===== config.mk =====
export PLATFORM = sky130hd
export DESIGN_NAME = spi_master_seq_flat
export DESIGN_NICKNAME = d
export VERILOG_FILES = /design/src/rtl/spi_master_seq_if.sv /design/src/rtl/spi_master_seq.sv /design/src/flat_wrapper.sv
export SDC_FILE = /design/constraint.sdc
export NUM_CORES = 1
export LEC_CHECK = 0
export CAP_MARGIN = 15
export CORE_UTILIZATION = 45
export DETAILED_ROUTE_END_ITERATION = 12
export PLACE_DENSITY = 0.7
export SYNTH_ARGS = -nofsm -noshare
export SYNTH_HDL_FRONTEND = slang
export SYNTH_SLANG_ARGS = --single-unit

===== constraint.sdc =====
create_clock -name clk -period 6.17 [get_ports clk]
set_clock_uncertainty 0.1 [all_clocks]
set_input_delay 0.9255 -clock clk [delete_from_list [all_inputs] [get_ports clk]]
set_output_delay 0.9255 -clock clk [all_outputs]
set_load 0.05 [all_outputs]

===== src/rtl/spi_master_seq_if.sv =====
// Bus/SPI handshake bundle for spi_master_seq; master = driver side, slave = sequencer side.
// Optional rx_ovf/ovf_clr signals exist only when SPI_SEQ_RX_OVF_EN is defined.
interface spi_master_seq_if;
    logic       en;
    logic       flush;
    logic       wr_en;
    logic [7:0] wr_data;
    logic       tx_full;
    logic       tx_empty;
    logic       rd_en;
    logic [7:0] rd_data;
    logic       rx_full;
    logic       rx_empty;
    logic       busy;
    logic       tx_req;
    logic [7:0] tx_data;
    logic       tx_req_ack;
    logic [7:0] rx_data;
`ifdef SPI_SEQ_RX_OVF_EN
    logic       rx_ovf;
    logic       ovf_clr;

    modport master (
        output en, flush, wr_en, wr_data, rd_en, tx_req_ack, rx_data, ovf_clr,
        input  tx_full, tx_empty, rd_data, rx_full, rx_empty, busy, tx_req, tx_data, rx_ovf
    );
    modport slave (
        input  en, flush, wr_en, wr_data, rd_en, tx_req_ack, rx_data, ovf_clr,
        output tx_full, tx_empty, rd_data, rx_full, rx_empty, busy, tx_req, tx_data, rx_ovf
    );
`else
    modport master (
        output en, flush, wr_en, wr_data, rd_en, tx_req_ack, rx_data,
        input  tx_full, tx_empty, rd_data, rx_full, rx_empty, busy, tx_req, tx_data
    );
    modport slave (
        input  en, flush, wr_en, wr_data, rd_en, tx_req_ack, rx_data,
        output tx_full, tx_empty, rd_data, rx_full, rx_empty, busy, tx_req, tx_data
    );
`endif
endinterface


===== src/rtl/spi_master_seq.sv =====
// Byte sequencer feeding an SPI master from a TX FIFO and collecting replies into an RX FIFO.
// Optional macro SPI_SEQ_RX_OVF_EN: transfers proceed when RX is full, dropping bytes and flagging rx_ovf.
module spi_master_seq #(
    parameter int DEPTH = 4
) (
    input  logic            clk,
    input  logic            resetn,
    spi_master_seq_if.slave sif
);
    localparam int AW = $clog2(DEPTH);
    localparam int CW = $clog2(DEPTH) + 1;

    typedef enum logic [1:0] {IDLE, REQ, REL} state_t;

    state_t          r_state;
    state_t          w_state_nxt;

    logic [7:0]      r_tx_mem [DEPTH];
    logic [AW-1:0]   r_tx_wptr;
    logic [AW-1:0]   r_tx_rptr;
    logic [CW-1:0]   r_tx_cnt;
    logic [7:0]      r_rx_mem [DEPTH];
    logic [AW-1:0]   r_rx_wptr;
    logic [AW-1:0]   r_rx_rptr;
    logic [CW-1:0]   r_rx_cnt;

    logic            r_tx_req;
    logic [7:0]      r_tx_data;

    logic            w_tx_full;
    logic            w_tx_empty;
    logic            w_rx_full;
    logic            w_rx_empty;
    logic            w_can_start;
    logic            w_start;
    logic            w_flush;
    logic            w_ack;
    logic            w_tx_push;
    logic            w_tx_pop;
    logic            w_rx_push;
    logic            w_rx_pop;

    assign w_tx_full  = (r_tx_cnt == CW'(DEPTH));
    assign w_tx_empty = (r_tx_cnt == '0);
    assign w_rx_full  = (r_rx_cnt == CW'(DEPTH));
    assign w_rx_empty = (r_rx_cnt == '0);

`ifdef SPI_SEQ_RX_OVF_EN
    assign w_can_start = sif.en && !w_tx_empty && !sif.tx_req_ack;
`else
    assign w_can_start = sif.en && !w_tx_empty && !sif.tx_req_ack && !w_rx_full;
`endif

    always_ff @(posedge clk) begin
        if (!resetn) r_state <= IDLE;
        else         r_state <= w_state_nxt;
    end

    always_comb begin
        w_state_nxt = r_state;
        w_start     = 1'b0;
        w_flush     = 1'b0;
        w_ack       = 1'b0;
        case (r_state)
            IDLE: begin
                if (w_can_start) begin
                    w_start     = 1'b1;
                    w_state_nxt = REQ;
                end else if (sif.flush) begin
                    w_flush = 1'b1;
                end
            end
            REQ: begin
                if (sif.tx_req_ack) begin
                    w_ack       = 1'b1;
                    w_state_nxt = REL;
                end
            end
            REL: begin
                if (!sif.tx_req_ack) w_state_nxt = IDLE;
            end
            default: w_state_nxt = IDLE;
        endcase
    end

    // A write against a full FIFO is dropped even if the sequencer pops in the same cycle.
    assign w_tx_push = sif.wr_en && !w_tx_full && !w_flush;
    assign w_tx_pop  = w_start;
    assign w_rx_push = w_ack && !w_rx_full;
    assign w_rx_pop  = sif.rd_en && !w_rx_empty && !w_flush;

    always_ff @(posedge clk) begin
        if (!resetn) begin
            r_tx_req  <= 1'b0;
            r_tx_data <= '0;
        end else begin
            r_tx_req <= (w_state_nxt == REQ);
            if (w_start) r_tx_data <= r_tx_mem[r_tx_rptr];
        end
    end

    always_ff @(posedge clk) begin
        if (!resetn || w_flush) begin
            r_tx_wptr <= '0;
            r_tx_rptr <= '0;
            r_tx_cnt  <= '0;
        end else begin
            if (w_tx_push) r_tx_wptr <= r_tx_wptr + AW'(1);
            if (w_tx_pop)  r_tx_rptr <= r_tx_rptr + AW'(1);
            r_tx_cnt <= r_tx_cnt + CW'(w_tx_push) - CW'(w_tx_pop);
        end
    end

    always_ff @(posedge clk) begin
        if (w_tx_push) r_tx_mem[r_tx_wptr] <= sif.wr_data;
    end

    always_ff @(posedge clk) begin
        if (!resetn || w_flush) begin
            r_rx_wptr <= '0;
            r_rx_rptr <= '0;
            r_rx_cnt  <= '0;
        end else begin
            if (w_rx_push) r_rx_wptr <= r_rx_wptr + AW'(1);
            if (w_rx_pop)  r_rx_rptr <= r_rx_rptr + AW'(1);
            r_rx_cnt <= r_rx_cnt + CW'(w_rx_push) - CW'(w_rx_pop);
        end
    end

    always_ff @(posedge clk) begin
        if (w_rx_push) r_rx_mem[r_rx_wptr] <= sif.rx_data;
    end

`ifdef SPI_SEQ_RX_OVF_EN
    logic r_rx_ovf;
    logic w_ovf_set;

    assign w_ovf_set = w_ack && w_rx_full;

    always_ff @(posedge clk) begin
        if (!resetn)          r_rx_ovf <= 1'b0;
        else if (w_ovf_set)   r_rx_ovf <= 1'b1;
        else if (sif.ovf_clr) r_rx_ovf <= 1'b0;
    end

    assign sif.rx_ovf = r_rx_ovf;
`endif

    // Head is masked when empty so stale memory never shows after reset or flush.
    assign sif.rd_data  = w_rx_empty ? '0 : r_rx_mem[r_rx_rptr];
    assign sif.tx_full  = w_tx_full;
    assign sif.tx_empty = w_tx_empty;
    assign sif.rx_full  = w_rx_full;
    assign sif.rx_empty = w_rx_empty;
    assign sif.busy     = (r_state != IDLE) || !w_tx_empty;
    assign sif.tx_req   = r_tx_req;
    assign sif.tx_data  = r_tx_data;
endmodule


===== src/flat_wrapper.sv =====
// flat-port wrapper written by rule: the top's interface ports become plain ports
module spi_master_seq_flat 
#(
    parameter int DEPTH = 4
)
  (clk, resetn, sif_en, sif_flush, sif_wr_en, sif_wr_data, sif_rd_en, sif_tx_req_ack, sif_rx_data, sif_tx_full, sif_tx_empty, sif_rd_data, sif_rx_full, sif_rx_empty, sif_busy, sif_tx_req, sif_tx_data);
  spi_master_seq_if sif_i ();
  input  logic clk;
  input  logic resetn;
  input wire logic [$bits(sif_i.en)-1:0] sif_en;
  input wire logic [$bits(sif_i.flush)-1:0] sif_flush;
  input wire logic [$bits(sif_i.wr_en)-1:0] sif_wr_en;
  input wire logic [$bits(sif_i.wr_data)-1:0] sif_wr_data;
  input wire logic [$bits(sif_i.rd_en)-1:0] sif_rd_en;
  input wire logic [$bits(sif_i.tx_req_ack)-1:0] sif_tx_req_ack;
  input wire logic [$bits(sif_i.rx_data)-1:0] sif_rx_data;
  output wire logic [$bits(sif_i.tx_full)-1:0] sif_tx_full;
  output wire logic [$bits(sif_i.tx_empty)-1:0] sif_tx_empty;
  output wire logic [$bits(sif_i.rd_data)-1:0] sif_rd_data;
  output wire logic [$bits(sif_i.rx_full)-1:0] sif_rx_full;
  output wire logic [$bits(sif_i.rx_empty)-1:0] sif_rx_empty;
  output wire logic [$bits(sif_i.busy)-1:0] sif_busy;
  output wire logic [$bits(sif_i.tx_req)-1:0] sif_tx_req;
  output wire logic [$bits(sif_i.tx_data)-1:0] sif_tx_data;
  assign sif_i.en = sif_en;
  assign sif_i.flush = sif_flush;
  assign sif_i.wr_en = sif_wr_en;
  assign sif_i.wr_data = sif_wr_data;
  assign sif_i.rd_en = sif_rd_en;
  assign sif_i.tx_req_ack = sif_tx_req_ack;
  assign sif_i.rx_data = sif_rx_data;
  assign sif_tx_full = sif_i.tx_full;
  assign sif_tx_empty = sif_i.tx_empty;
  assign sif_rd_data = sif_i.rd_data;
  assign sif_rx_full = sif_i.rx_full;
  assign sif_rx_empty = sif_i.rx_empty;
  assign sif_busy = sif_i.busy;
  assign sif_tx_req = sif_i.tx_req;
  assign sif_tx_data = sif_i.tx_data;
  spi_master_seq #(.DEPTH(DEPTH)) u_core (.clk(clk), .resetn(resetn), .sif(sif_i));
endmodule

==> results.md <==
* Worst-path maximum fanout at 19
* CTS tree: done
* Max incr delay on CP at 0.81 ns
* Buf/Inv on CP at 3
* # hold bufs at CTS at 0
* Fin crit period at 3.605 ns
* Worst r2r src: u_core.r_tx_cnt[1]$_SDFF_PP0_
* R2R Setup Slk at 3.23 ns
* R2R cell count at 10
* Post-Syn Nets at 277
* Count leader, synth: edfxtp_1
* Slew headroom at 0.3985
* Largest delay contributor family on the critical path: simple AND/OR/NAND/NOR gates
* Post-Synthesis Cells at 240
* Pint at 851.5 uW
* Largest net degree at the start of global routing at 20
* Crit. path cell count at 11
* Net Switching at 247.3 uW
* Switch share at 0.2250
* Post-Synth Adder-Cell Area at 0.05116
* TritonCTS buffer count at 9
* Die W at 92.89 um
* Period utilisation layout at 0.5843
* Max-cap viol count at 0
* I/O Buffers at 44
* Synthesis-stage register bit count at 91
* Fin. Hold Viols at 0
* Critical path type: in2reg
* Antenna violations before repair at 0
* Std-Cell Rows at 32
* Top cells by area, synth: edfxtp_1, dfxtp_1, mux4_2
* Sequential power share at 0.611
* Gr usage total at 0.1527
* Post-synthesis compound-gate area fraction at 0.02322
* CTS clk-pin slew, worst paths at 0.08 ns
* Core area at 7848 um^2
* RSZ-0062 raised after global routing: no
* Worst path required time at 6.30 ns
* Largest family of logic cells by synthesized area: simple AND/OR/NAND/NOR gates
* First-pass GRT wire length at 9.666 mm
* Design area at 4394 um^2
* Worst R2R End: u_core.r_tx_cnt[2]$_SDFF_PP0_
* Yosys warns at 0
* Avg Synthesized Cell Area at 15.49 um^2
* Netlist Area Pre-Place at 3717 um^2
* Die height at 92.89 um
* Die area at 8629 um^2
* Cell variety after synth at 35
* FFs w/ async S/R, synth at 0
* Top cell type's share of synthesized area at 0.5170
* Fill cell count at 630
* Sequential cell area at 2462 um^2
* Simple-gate portion of the synthesized area at 0.1054
* Number of global-route vias before repair at 1,872
* Largest area contributor in the netlist: edfxtp_1
* Critical Path AT at 3.74 ns
* Tightest Pin Transition at 0.8985 ns
* Power Density at 250.1 nW/um^2
* CP startpoint: sif_tx_req_ack
* CTS sink cnt at 91
* CP endpoint kind: flop
* Initial Util at 0.4737
* H-Tree Depth at 3
* I/O Pins at 45
* Post-synthesis mux area share at 0.1023
* Antenna cells at 0
* Fin Hold WS at 0.3583 ns
* Clock power share at 0.302
* Critical Path Source Type: primary input
* Fin nets at 323
* Post-route ant nets at 0
* Routed WL at 5.979 mm
* Post_cts resized at 0
* Layout cells sized above 1 at 0.1271
* Pre-Repair DR Iteration Count at 4
* Prevailing post-synth register cell: edfxtp_1
* Multi-input gate area at 1136 um^2
* F_max at 277.4 MHz
* Pins over their slew limit at 0
* Worst VDD drop at 0.00009959 V
* Placed Area at 4238 um^2
* Hold Crit Class: reg2reg
* WL/cell at 15.21 um
* Total grt overflow at 0
* Sequential fraction of the synthesis area at 0.6624
* Overall Power at 1099 uW
* Clock latency on the worst-skew pair at 0.34 ns
* Via count at 1,960
* Status: finished, final reports clean
* CP max-delay cell: nor4b_4
* Post-CTS setup buffers at 0
* Max Root-Sink Buffers at 2
* Gpl congestion at 0.7147
* DR iter-0 viols at 55
* Setup violators final at 0
* Leakage at 0.001485 uW
* Xor/xnor cell area share of the yosys netlist at 0.02356
* CTS root buf: clkbuf_8
* Vias per cell at 4.987
* Gate power share at 0.087
* Setup TNS at 0 ns
* Area Growth Syn to Fin at 18.21%
* Remaining DRCs at 0
* EDFF count, synth at 64
* Critical Path, Cell by Cell: clkdlybuf4s50_1 > nand2b_4 > nor4b_4 > ha_1 > inv_1 > ha_1 > inv_1 > fa_1 > xor2_1 > xnor2_1 > nor2_1
* Critical Path End: u_core.r_tx_cnt[2]$_SDFF_PP0_
* Synth cell count leaders: edfxtp_1, dfxtp_1, nor2_1
* DP Wirelength at 4.156 mm
[state kept, by name, summed over array words and instances, names as in the netlist, 2 cells and up, named ones only]
register            count
u_core.r_rx_rptr        2
u_core.r_rx_wptr        2
u_core.r_rx_cnt         3
u_core.r_tx_rptr        2
u_core.r_tx_wptr        2
u_core.sif.tx_data      8
u_core.r_state          2
u_core.r_tx_cnt         3
u_core.r_rx_mem        32
u_core.r_tx_mem        32
[layout make-up]
type	instances	share of cell area
Clock buffer	13	0.03161
Clock inverter	3	0.003986
Inverter	17	0.01452
Multi-Input combinational cell	122	0.2585
Sequential cell	91	0.5604
Tap cell	102	0.02904
Timing Repair Buffer	45	0.1019
[metal layers]
| metal | share of wire | vias to the layer above | global-route usage |
|---|---|---|---|
| li1 | - | 955 | - |
| met1 | 0.45 | 967 | 0.1919 |
| met2 | 0.51 | 32 | 0.2543 |
| met3 | 0.025 | 6 | 0.03366 |
| met4 | 0.0092 | 0 | 0.06538 |
| met5 | 0 | - | 0 |
[cell usage in the layout (no fill, tap or decap), types with 4 or more instances in the layout]
cell / synthesis / routed
clkbuf_8: 0 / 9
and2_1: 16 / 16
clkbuf_1: 6 / 4
o21ai_0: 8 / 8
clkdlybuf4s50_1: 0 / 44
mux4_2: 16 / 16
nor2_1: 18 / 18
inv_1: 17 / 17
dfxtp_1: 27 / 27
edfxtp_1: 64 / 64
xor2_1: 4 / 4
nand2_1: 10 / 10
ha_1: 12 / 12
nand3_1: 9 / 9
xnor2_1: 6 / 6
[how the worst min path moves through the flow]
stage               slack, ns  depth (start not counted)                                from                                  to
floorplan                0.38                          2    u_core.r_rx_rptr[1]$_SDFFE_PP0P_                                flop
global placement         0.34                          2  u_core.sif.tx_data[5]$_SDFFE_PN0P_  u_core.sif.tx_data[5]$_SDFFE_PN0P_
detailed placement       0.35                          2  u_core.sif.tx_data[5]$_SDFFE_PN0P_  u_core.sif.tx_data[5]$_SDFFE_PN0P_
CTS                      0.36                          2  u_core.sif.tx_data[5]$_SDFFE_PN0P_  u_core.sif.tx_data[5]$_SDFFE_PN0P_
global route             0.38                          2  u_core.sif.tx_data[2]$_SDFFE_PN0P_  u_core.sif.tx_data[2]$_SDFFE_PN0P_
finish                   0.36                          2  u_core.sif.tx_data[5]$_SDFFE_PN0P_  u_core.sif.tx_data[5]$_SDFFE_PN0P_
[through the flow]
stage                     utilization  setup WS [ns]  std cells
final                          0.5599          2.565        393
after detailed placement       0.5400          2.188        377
after global routing           0.5599          2.345        393
after floorplan                     -          3.029        240
after global placement         0.5400          2.249        377
after CTS                      0.5599          2.555        393
[power by group through the flow]
| stage | logic, uW | clock network (uW) | registers (uW) |
|---|---|---|---|
| 2_1_floorplan | 54.7 | 0 | 689 |
| 3_3_place_gp | 95.1 | 0 | 685 |
| 3_5_place_dp | 96.4 | 0 | 685 |
| 4_1_cts | 97.1 | 343 | 671 |
| 5_1_grt | 104 | 362 | 673 |
| 6_report | 96.1 | 332 | 671 |
[worst register-to-register path, cell delays in order (launching register included)]
cell     delay (ns)
dfxtp_1        0.44
nor3_2         0.13
nor4b_4        0.81
ha_1           0.36
inv_1          0.06
ha_1           0.13
inv_1          0.05
fa_1           0.39
xor2_1         0.17
xnor2_1        0.14
nor2_1         0.06
[kinds of logic (layout without fill, tap and decap cells)]
| kind of cell | count (synthesis) | after routing |
|---|---|---|
| AOI/OAI and AO/OA | 13 | 13 |
| adders and majority gates | 14 | 14 |
| buffers and inverters | 27 | 78 |
| xor gates and xnor gates | 10 | 10 |
| and+or+nand+nor | 67 | 67 |
| DFF | 91 | 91 |
| muxes | 18 | 18 |
Note: power is estimated with default switching activity, not from simulation.
